[config.mk]
export PLATFORM = sky130hd
export DESIGN_NAME = chc2442_spi_ctrl_flat
export DESIGN_NICKNAME = d
export VERILOG_FILES = /design/src/rtl/chc2442_spi_ctrl_if.sv /design/src/rtl/chc2442_spi_ctrl.sv /design/src/flat_wrapper.sv
export SDC_FILE = /design/constraint.sdc
export NUM_CORES = 1
export LEC_CHECK = 0
export ABC_AREA = 1
export CAP_MARGIN = 40
export CORE_UTILIZATION = 52
export DETAILED_ROUTE_END_ITERATION = 12
export PLACE_DENSITY = 0.81
export SETUP_SLACK_MARGIN = 0.02
export SLEW_MARGIN = 5
export SYNTH_ARGS = -nofsm -noshare
export SYNTH_HDL_FRONTEND = slang
export SYNTH_SLANG_ARGS = --single-unit
[constraint.sdc]
create_clock -name i_sys_clk -period 2.01 [get_ports i_sys_clk]
set_input_delay 0.402 -clock i_sys_clk [delete_from_list [all_inputs] [get_ports i_sys_clk]]
set_output_delay 0.402 -clock i_sys_clk [all_outputs]
set_load 0.05 [all_outputs]
[src/rtl/chc2442_spi_ctrl_if.sv]
// CHC2442 SPI controller bundle: FIFO read side, SPI pins, readback and status.
// master modport is the controller's view; slave modport is the environment's view
// (FIFO plus SPI peripheral).
interface chc2442_spi_ctrl_if;
  logic        ctrl_en;
  logic        fifo_empty;
  logic        fifo_rd_en;
  logic [25:0] fifo_dout;
  logic        spi_csn;
  logic        spi_sclk;
  logic        spi_mosi;
  logic        spi_miso;
  logic [23:0] rd_data_o;
  logic        rd_data_vld;
  logic        drop_o;
  logic        busy_o;

  modport master (
    input  ctrl_en, fifo_empty, fifo_dout, spi_miso,
    output fifo_rd_en, spi_csn, spi_sclk, spi_mosi,
           rd_data_o, rd_data_vld, drop_o, busy_o
  );

  modport slave (
    output ctrl_en, fifo_empty, fifo_dout, spi_miso,
    input  fifo_rd_en, spi_csn, spi_sclk, spi_mosi,
           rd_data_o, rd_data_vld, drop_o, busy_o
  );
endinterface

[src/rtl/chc2442_spi_ctrl.sv]
// Purpose: drains the CHC2442 config FIFO and sends each valid word as a 24-bit SPI frame.
// Latency: 3 cycles from non-empty FIFO to CSN low; frame costs 3+CS_SETUP+48*CLK_DIV+CS_HOLD+GAP.
// Backpressure: pops only when idle with ctrl_en=1; started frames always complete. Readback: CHC2442_READBACK_EN.
module chc2442_spi_ctrl #(
  parameter int CLK_DIV  = 4,
  parameter int CS_SETUP = 2,
  parameter int CS_HOLD  = 2,
  parameter int GAP      = 4
) (
  input  logic                     i_sys_clk,
  input  logic                     i_sys_rst,
  chc2442_spi_ctrl_if.master       io_bus
);

  typedef enum logic [2:0] {
    S_IDLE, S_POP, S_LOAD, S_CSS, S_SHIFT, S_CSH, S_GAP
  } state_t;

  // Terminal counts for the shared 16-bit cycle counter.
  localparam logic [15:0] LP_DIV_END = 16'(CLK_DIV - 1);
  localparam logic [15:0] LP_CSS_END = 16'(CS_SETUP - 1);
  localparam logic [15:0] LP_CSH_END = 16'(CS_HOLD - 1);
  localparam logic [15:0] LP_GAP_END = 16'(GAP - 1);

  state_t      r_state;
  logic [15:0] r_cnt;
  logic [5:0]  r_edge;      // SCLK edges issued in the current frame (48 per frame)
  logic [23:0] r_sreg;      // outgoing payload; bit 23 is always the next bit on MOSI's heels
  logic        r_fifo_rd_en;
  logic        r_csn;
  logic        r_sclk;
  logic        r_mosi;
  logic        r_drop;
  logic        r_busy;
`ifdef CHC2442_READBACK_EN
  logic        r_is_rd;
  logic [23:0] r_rx;
  logic [23:0] r_rd_data;
  logic        r_rd_vld;
`endif

  // Frame sequencer: every output is a register updated here.
  always_ff @(posedge i_sys_clk) begin
    if (i_sys_rst) begin
      r_state      <= S_IDLE;
      r_cnt        <= '0;
      r_edge       <= '0;
      r_sreg       <= '0;
      r_fifo_rd_en <= 1'b0;
      r_csn        <= 1'b1;
      r_sclk       <= 1'b0;
      r_mosi       <= 1'b0;
      r_drop       <= 1'b0;
      r_busy       <= 1'b0;
`ifdef CHC2442_READBACK_EN
      r_is_rd      <= 1'b0;
      r_rx         <= '0;
      r_rd_data    <= '0;
      r_rd_vld     <= 1'b0;
`endif
    end else begin
      r_fifo_rd_en <= 1'b0;
      r_drop       <= 1'b0;
`ifdef CHC2442_READBACK_EN
      r_rd_vld     <= 1'b0;
`endif
      case (r_state)
        S_IDLE: begin
          if (io_bus.ctrl_en && !io_bus.fifo_empty) begin
            r_fifo_rd_en <= 1'b1;
            r_busy       <= 1'b1;
            r_state      <= S_POP;
          end
        end
        S_POP: begin
          r_state <= S_LOAD;
        end
        S_LOAD: begin
          if (!io_bus.fifo_dout[25]) begin
            // Invalid command: discard without touching the bus.
            r_drop  <= 1'b1;
            r_busy  <= 1'b0;
            r_state <= S_IDLE;
          end else begin
            r_sreg  <= io_bus.fifo_dout[23:0];
            r_mosi  <= io_bus.fifo_dout[23];
            r_csn   <= 1'b0;
            r_cnt   <= '0;
`ifdef CHC2442_READBACK_EN
            r_is_rd <= io_bus.fifo_dout[24];
`endif
            r_state <= S_CSS;
          end
        end
        S_CSS: begin
          if (r_cnt == LP_CSS_END) begin
            r_cnt   <= '0;
            r_edge  <= '0;
            r_state <= S_SHIFT;
          end else begin
            r_cnt <= r_cnt + 16'd1;
          end
        end
        S_SHIFT: begin
          if (r_cnt == LP_DIV_END) begin
            r_cnt  <= '0;
            r_sclk <= ~r_sclk;
            r_edge <= r_edge + 6'd1;
`ifdef CHC2442_READBACK_EN
            // MISO is taken on the same clock that drives SCLK high.
            if (!r_sclk) r_rx <= {r_rx[22:0], io_bus.spi_miso};
`endif
            if (r_sclk) begin
              // Falling edge: advance MOSI to the next payload bit.
              r_sreg <= {r_sreg[22:0], 1'b0};
              r_mosi <= r_sreg[22];
              if (r_edge == 6'd47) r_state <= S_CSH;
            end
          end else begin
            r_cnt <= r_cnt + 16'd1;
          end
        end
        S_CSH: begin
          if (r_cnt == LP_CSH_END) begin
            r_cnt   <= '0;
            r_csn   <= 1'b1;
`ifdef CHC2442_READBACK_EN
            if (r_is_rd) begin
              r_rd_data <= r_rx;
              r_rd_vld  <= 1'b1;
            end
`endif
            r_state <= S_GAP;
          end else begin
            r_cnt <= r_cnt + 16'd1;
          end
        end
        S_GAP: begin
          if (r_cnt == LP_GAP_END) begin
            r_cnt   <= '0;
            r_busy  <= 1'b0;
            r_state <= S_IDLE;
          end else begin
            r_cnt <= r_cnt + 16'd1;
          end
        end
        default: begin
          r_busy  <= 1'b0;
          r_state <= S_IDLE;
        end
      endcase
    end
  end

  assign io_bus.fifo_rd_en  = r_fifo_rd_en;
  assign io_bus.spi_csn     = r_csn;
  assign io_bus.spi_sclk    = r_sclk;
  assign io_bus.spi_mosi    = r_mosi;
  assign io_bus.drop_o      = r_drop;
  assign io_bus.busy_o      = r_busy;
`ifdef CHC2442_READBACK_EN
  assign io_bus.rd_data_o   = r_rd_data;
  assign io_bus.rd_data_vld = r_rd_vld;
`else
  assign io_bus.rd_data_o   = '0;
  assign io_bus.rd_data_vld = 1'b0;
`endif

endmodule

[src/flat_wrapper.sv]
// flat-port wrapper written by rule: the top's interface ports become plain ports
module chc2442_spi_ctrl_flat 
#(
  parameter int CLK_DIV  = 4,
  parameter int CS_SETUP = 2,
  parameter int CS_HOLD  = 2,
  parameter int GAP      = 4
)
  (i_sys_clk, i_sys_rst, io_bus_ctrl_en, io_bus_fifo_empty, io_bus_fifo_dout, io_bus_spi_miso, io_bus_fifo_rd_en, io_bus_spi_csn, io_bus_spi_sclk, io_bus_spi_mosi, io_bus_rd_data_o, io_bus_rd_data_vld, io_bus_drop_o, io_bus_busy_o);
  chc2442_spi_ctrl_if io_bus_i ();
  input  logic i_sys_clk;
  input  logic i_sys_rst;
  input wire logic [$bits(io_bus_i.ctrl_en)-1:0] io_bus_ctrl_en;
  input wire logic [$bits(io_bus_i.fifo_empty)-1:0] io_bus_fifo_empty;
  input wire logic [$bits(io_bus_i.fifo_dout)-1:0] io_bus_fifo_dout;
  input wire logic [$bits(io_bus_i.spi_miso)-1:0] io_bus_spi_miso;
  output wire logic [$bits(io_bus_i.fifo_rd_en)-1:0] io_bus_fifo_rd_en;
  output wire logic [$bits(io_bus_i.spi_csn)-1:0] io_bus_spi_csn;
  output wire logic [$bits(io_bus_i.spi_sclk)-1:0] io_bus_spi_sclk;
  output wire logic [$bits(io_bus_i.spi_mosi)-1:0] io_bus_spi_mosi;
  output wire logic [$bits(io_bus_i.rd_data_o)-1:0] io_bus_rd_data_o;
  output wire logic [$bits(io_bus_i.rd_data_vld)-1:0] io_bus_rd_data_vld;
  output wire logic [$bits(io_bus_i.drop_o)-1:0] io_bus_drop_o;
  output wire logic [$bits(io_bus_i.busy_o)-1:0] io_bus_busy_o;
  assign io_bus_i.ctrl_en = io_bus_ctrl_en;
  assign io_bus_i.fifo_empty = io_bus_fifo_empty;
  assign io_bus_i.fifo_dout = io_bus_fifo_dout;
  assign io_bus_i.spi_miso = io_bus_spi_miso;
  assign io_bus_fifo_rd_en = io_bus_i.fifo_rd_en;
  assign io_bus_spi_csn = io_bus_i.spi_csn;
  assign io_bus_spi_sclk = io_bus_i.spi_sclk;
  assign io_bus_spi_mosi = io_bus_i.spi_mosi;
  assign io_bus_rd_data_o = io_bus_i.rd_data_o;
  assign io_bus_rd_data_vld = io_bus_i.rd_data_vld;
  assign io_bus_drop_o = io_bus_i.drop_o;
  assign io_bus_busy_o = io_bus_i.busy_o;
  chc2442_spi_ctrl #(.CLK_DIV(CLK_DIV), .CS_SETUP(CS_SETUP), .CS_HOLD(CS_HOLD), .GAP(GAP)) u_core (.i_sys_clk(i_sys_clk), .i_sys_rst(i_sys_rst), .io_bus(io_bus_i));
endmodule
==> impl_metrics.toml, run 1 <==
[clock_tree]
cts_setup_buffers = 0
htree_levels = 2
numCtsBuffers = 5
clk_path_buf_depth = 2
cts_resized = 0
holdBufCountCts = 0
cts.sinks = 54
insertion_delay_ps = 310
cts_tree = "done"
clk_pin_slew_ps = 100
root_buffer = "clkbuf_8"

[status]
outcome = "finished clean"

[timing]
fin_crit_sh_pct = 95.4
drv_slew = 0
relSlewSlack_pct = 64.9
max_slew.worst_pin.slew_ps = 525
fin_tns_setup_ps = 0
finClkSkew_ps = 4.54
layout_setup_ws_ps = 91.8
hold_slack_ps = 452
hold_violations = 0
fmax_mhz = 521
setup_viol = 0
fin_crit_ps = 1920
rsz0062_at_grt = "false"

[critical_path]
crit_path_max_incr_delay_ps = 840
cp.required_ps = 1610
critical_path.top_delay_family = "buffers and inverters"
critPathKind = "flop to output pin"
cpMaxStageDelayCell = "clkdlybuf4s50_1"
end_kind = "output pin"
path_max_fanout = 3
arrival_ps = 1520
start_kind = "flop"
rr_startpoint = "u_core.r_cnt[0]$_SDFFE_PP0P_"
cp.buffers_inverters = 1
r2r-end = "u_core.r_sreg[1]$_SDFFE_PP0P_"
r2r_cells = 9
critical_path.cell_chain = "clkdlybuf4s50_1"
r2r_slack_ps = 270

[synthesis]
synthArstFlopShare_pct = 0
yosysTopAreaCell = "dfxtp_1"
synth-seq-area-share_pct = 35.3
synth_xor_area_share_pct = 1.14
synth_compound_area_share_pct = 17.5
synthTopCellsByArea = "dfxtp_1 (35%), nand2_1 (11%), o21ai_0 (8.8%)"
synth-simple-area-share_pct = 28.1
synth-seq-cells = 54
synth_edf_count = 0
synth.area.mux_share_pct = 0
yosysTopAreaCellShare_pct = 35.3
postSynthCellCount = 444
yosys.area_share.adder_pct = 1.22
synth.avg_cell_area_um2 = 6.90
synthDistinctLibCells = 35
synthFlopType = "dfxtp_1"
ys.warnings.count = 0
synth_top_family_by_area = "simple AND/OR/NAND/NOR gates"
syn_area_mm2 = 0.00306

[route]
antenna_left = 0
route.vias.total = 2707
first_iter_violations = 157
vias_per_cell = 4.93
wl_per_cell_um = 10.2
drc = 0
drtPass1Iterations = 4
drt-total-wl_um = 5620

[cells_and_area]
layout-drive-gt1-share_pct = 9.43
final_cells = 549
fillers = 534
diodes = 0
final_common_cell = "nand2_1"
mostFrequentLayoutCells = "nand2_1 (93), o21ai_0 (54), dfxtp_1 (54), inv_1 (46), nor2_1 (40)"
area_growth_pct = 12.9
final_nets = 510

[global_route]
grt_first_pass_wirelength_um = 10000
first_global_vias = 2482
grtUsageTotal_pct = 19.8
grt_max_degree = 49
grt.overflow.total = 0
grt_antenna_before_repair = 0

[place]
dp_hpwl_um = 4170
io_buffers = 34
routabilityCongestion = 0.871
placedCellCount = 541
dp_slack_ps = 15.3

[power_and_ir_drop]
p_per_area_mw_per_mm2 = 1170
p_int_mw = 2.28
max-vdd-ir-drop_mv = 0.618
power_switching_mw = 1.77
combPwrFrac_pct = 47.8
power_mw = 4.05
p_clk_share_pct = 16.1
swShare_pct = 43.7
p_leak_nw = 1.41
seqPwrFrac_pct = 36.1

[die]
floorplan.initialDensity_pct = 54.6
io_pins = 62
die_h_um = 78.8
dieArea_mm2 = 0.00620
coreArea_mm2 = 0.00561
num_rows = 27
die_w_um = 78.8

[hold_path]
hp-start = "u_core.r_sreg[21]$_SDFFE_PP0P_"
hold_path_depth = 2
min_path_type = "flop to flop"
holdPathEnd = "u_core.r_sreg[21]$_SDFFE_PP0P_"

[run]
maxCapViolCount = 0
==> power by group through the flow <==
stage / logic [mW] / clock network (mW) / registers, mW
3_5_place_dp: 1.93 / 0 / 1.49
2_1_floorplan: 1.59 / 0 / 1.52
6_report: 1.93 / 0.650 / 1.46
4_1_cts: 1.95 / 0.673 / 1.46
5_1_grt: 2.20 / 0.728 / 1.49
3_3_place_gp: 1.89 / 0 / 1.48
==> registers in the layout, indices dropped and copies added, names as in the netlist <==
name and flops:
u_core.r_sreg 23, u_core.r_cnt 16, u_core.r_edge 6, u_core.r_state 3, u_core.io_bus.busy_o 1, u_core.io_bus.drop_o 1
u_core.io_bus.fifo_rd_en 1, u_core.io_bus.spi_csn 1, u_core.io_bus.spi_mosi 1, u_core.io_bus.spi_sclk 1
==> worst register-to-register path: stages, from the launching register on <==
cell     delay, ps
dfxtp_1        400
ha_1           210
nand2_1         60
nor2_1         160
nand2_1        110
nand2_1        130
nand3_2        110
buf_12         190
o21ai_0        200
a21oi_1         60
==> layout make-up <==
cell class / instances / area (µm²) / area share [%]
Clock buffer: 6 / 82.6 / 2.39
Clock inverter: 2 / 16.3 / 0.470
Inverter: 50 / 188 / 5.42
Multi-Input combinational cell: 321 / 1560 / 45.2
Sequential cell: 54 / 1080 / 31.2
Tap cell: 72 / 90.1 / 2.60
Timing Repair Buffer: 44 / 440 / 12.7
==> cells in the mapped netlist (4+ instances only) <==
master / instances
a21oi_1: 37
buf_6: 8
nand3_1: 11
nor2_1: 40
clkbuf_1: 6
nor3_2: 4
nor3_1: 12
inv_1: 46
nand2_1: 93
nand2_2: 4
buf_4: 26
o21ai_1: 4
xor2_1: 4
inv_2: 4
o21ai_0: 54
dfxtp_1: 54
==> routing by layer <==
metal,vias up,GRT usage [%],share of wire (%)
met5,-,0,0
met4,0,6.11,1.1
met3,7,3.79,3.5
met2,61,35.7,48
met1,1193,23.6,48
li1,1446,-,-
==> kinds of logic after synthesis <==
kind of cell | count (synthesis)
flip-flops | 54
XOR/XNOR | 4
AND/OR/NAND/NOR | 186
adder cells (fa/ha/maj) | 3
AO/OA/AOI/OAI | 103
other | 1
buffers and inverters | 93
==> through the flow <==
stage	area, µm²	util, %
floorplan	3150	-
global placement	3360	60.0
detailed placement	3360	60.0
CTS	3460	61.7
global route	3460	61.7
finish	3460	61.7
==> worst max-delay path by stage <==
stage	from	endpoint	slack (ps)	cells past startpoint
final	u_core.io_bus.spi_sclk$_SDFFE_PP0P_	io_bus_spi_sclk	90	1
after global routing	u_core.io_bus.spi_sclk$_SDFFE_PP0P_	io_bus_spi_sclk	30	1
after CTS	u_core.io_bus.spi_sclk$_SDFFE_PP0P_	io_bus_spi_sclk	70	1
after detailed placement	io_bus_fifo_dout[25]	u_core.r_sreg[3]$_SDFFE_PP0P_	20	7
after global placement	io_bus_fifo_dout[25]	u_core.r_sreg[21]$_SDFFE_PP0P_	90	7
after floorplan	u_core.r_cnt[0]$_SDFFE_PP0P_	u_core.io_bus.spi_mosi$_SDFFE_PP0P_	540	9
No activity file was read; power rests on OpenSTA's default activity.
==> inputs of run 2 (changes only) <==
--- a/config.mk
+++ b/config.mk
@@ -8,6 +8,7 @@
 export ABC_AREA = 1
 export CAP_MARGIN = 40
 export CORE_UTILIZATION = 52
+export CTS_CLUSTER_SIZE = 28
 export DETAILED_ROUTE_END_ITERATION = 12
 export PLACE_DENSITY = 0.81
 export SETUP_SLACK_MARGIN = 0.02
==> results of run 2 <==
No change in the layout: final DEF, timing and power equal those of run 1.
==> inputs of run 3 (changes only) <==
--- a/config.mk
+++ b/config.mk
@@ -11,7 +11,7 @@
 export CTS_CLUSTER_SIZE = 28
 export DETAILED_ROUTE_END_ITERATION = 12
 export PLACE_DENSITY = 0.81
-export SETUP_SLACK_MARGIN = 0.02
+export SETUP_SLACK_MARGIN = 0.2
 export SLEW_MARGIN = 5
 export SYNTH_ARGS = -nofsm -noshare
 export SYNTH_HDL_FRONTEND = slang
==> run 3 against run 2 <==
Sequential power about the same. Sequential cell count unchanged. Largest power group unchanged. Register-to-register slack better by 90 ps. Fmax up 16%. Largest cell class unchanged. Via count down 0.15%. Worst setup slack better by 260 ps. Sequential share of layout area about the same. Critical path type is now input pin to flop. Design area up 0.36%. Non-clock buffer count unchanged.
==> impl_metrics.toml, run 3 (same netlist as run 1, synthesis figures left out) <==
[timing]
relSlewSlack_pct = 65.8
fmax_mhz = 603
fin_crit_sh_pct = 82.5
fin_tns_setup_ps = 0
fin_crit_ps = 1660
drv_slew = 0
finClkSkew_ps = 3.08
layout_setup_ws_ps = 351
rsz0062_at_grt = "false"
hold_violations = 0
max_slew.worst_pin.slew_ps = 514
setup_viol = 0

[route]
wl_per_cell_um = 10.3
drt-total-wl_um = 5680
drc = 0
first_iter_violations = 183
drtPass1Iterations = 4
route.vias.total = 2703
vias_per_cell = 4.92
antenna_left = 0

[place]
placedCellCount = 541
io_buffers = 34
dp_hpwl_um = 4170
routabilityCongestion = 0.871
dp_slack_ps = 15.3

[cells_and_area]
final_cells = 549
multi_input_area_mm2 = 0.00158
layout-drive-gt1-share_pct = 11.1
final_nets = 510
largest_reg_flops = 23
area_growth_pct = 13.4
top_regs = "u_core.r_sreg: 23 flops, u_core.r_cnt: 16 flops, u_core.r_edge: 6 flops"
fillers = 539
largest-register = "u_core.r_sreg"
diodes = 0
mostFrequentLayoutCells = "nand2_1 (92), o21ai_0 (50), dfxtp_1 (50), inv_1 (46)"
final_common_cell = "nand2_1"
regArea_mm2 = 0.00109

[power_and_ir_drop]
max-vdd-ir-drop_mv = 0.613
p_per_area_mw_per_mm2 = 1170
p_leak_nw = 1.43

[critical_path]
arrival_ps = 1870
startpoint = "io_bus_fifo_dout[25]"
r2r-end = "u_core.r_sreg[1]$_SDFFE_PP0P_"
path_max_fanout = 48
end_kind = "flop"
start_kind = "input pin"
cp.required_ps = 2220
endpoint = "u_core.r_sreg[1]$_SDFFE_PP0P_"
rr_startpoint = "u_core.r_state[1]$_SDFFE_PP0P_"
r2r_cells = 6
r2r_slack_ps = 360
critPathKind = "input pin to flop"

[clock_tree]
numCtsBuffers = 5
insertion_delay_ps = 310
clk_path_buf_depth = 2
root_buffer = "clkbuf_8"
clk_pin_slew_ps = 100
cts_setup_buffers = 0
cts.sinks = 54
htree_levels = 2
cts_tree = "done"
holdBufCountCts = 0

[global_route]
grt_antenna_before_repair = 0
grtUsageTotal_pct = 19.9
grt.overflow.total = 0
grt_first_pass_wirelength_um = 10100
grt_max_degree = 49
first_global_vias = 2488

[die]
die_h_um = 78.8
floorplan.initialDensity_pct = 54.6
dieArea_mm2 = 0.00620
io_pins = 62
die_w_um = 78.8
coreArea_mm2 = 0.00561
num_rows = 27

[run]
maxCapViolCount = 0

[status]
outcome = "finished clean"

[hold_path]
min_path_type = "flop to flop"
==> run 3: worst min-delay path by stage <==
stage	start	to	slack [ps]	cells after the start
final	u_core.io_bus.spi_mosi$_SDFFE_PP0P_	u_core.io_bus.spi_mosi$_SDFFE_PP0P_	450	2
after global routing	u_core.r_sreg[9]$_SDFFE_PP0P_	u_core.r_sreg[9]$_SDFFE_PP0P_	470	2
after CTS	u_core.r_sreg[5]$_SDFFE_PP0P_	u_core.r_sreg[5]$_SDFFE_PP0P_	450	2
after detailed placement	u_core.r_sreg[5]$_SDFFE_PP0P_	u_core.r_sreg[5]$_SDFFE_PP0P_	440	2
after global placement	u_core.r_sreg[10]$_SDFFE_PP0P_	u_core.r_sreg[10]$_SDFFE_PP0P_	430	2
after floorplan	u_core.r_sreg[10]$_SDFFE_PP0P_	u_core.r_sreg[10]$_SDFFE_PP0P_	420	2
==> run 3: final cells by class <==
class | instances | area share [%]
inverters | 50 | 5.40
repair buffers | 44 | 12.5
flip-flops and latches | 54 | 31.3
multi-input cells | 321 | 45.4
clock buffers | 6 | 2.38
well taps | 72 | 2.59
clock inverters | 2 | 0.468
==> run 3: layer usage <==
metal	GRT usage (%)	vias up	share of wire, %
li1	-	1439	-
met1	23.6	1198	47
met2	35.9	60	48
met3	3.79	6	4.2
met4	6.11	0	0.74
met5	0	-	0
==> run 3: power by group <==
group / leakage (nW) / switching, mW / internal (mW)
clock network: 0.0478 / 0.371 / 0.284
registers: 0.441 / 0.131 / 1.33
logic: 0.940 / 1.28 / 0.659
==> run 3: per-stage QoR <==
stage	total power, mW	instance area [µm²]	util (%)	hold slack [ps]
5_1_grt	4.43	3470	61.9	471
3_5_place_dp	3.42	3360	60.0	438
4_1_cts	4.06	3450	61.6	453
2_1_floorplan	3.12	3150	-	424
3_3_place_gp	3.37	3360	60.0	432
6_report	4.06	3470	61.9	450
==> run 3: critical path, stage by stage <==
cell and delay [ps]:
clkdlybuf4s50_1 510, nand4_1 200, nand2_1 190, nand3_2 120, buf_12 190, o21ai_0 190
a21oi_1 60
==> run 3: repair_timing <==
action | 4_1_cts | 5_1_grt
resized for setup | 6 | 13
gates cloned | 0 | 0
endpoints found under the hold margin | 0 | 0
endpoints found under the setup margin | 6 | 41
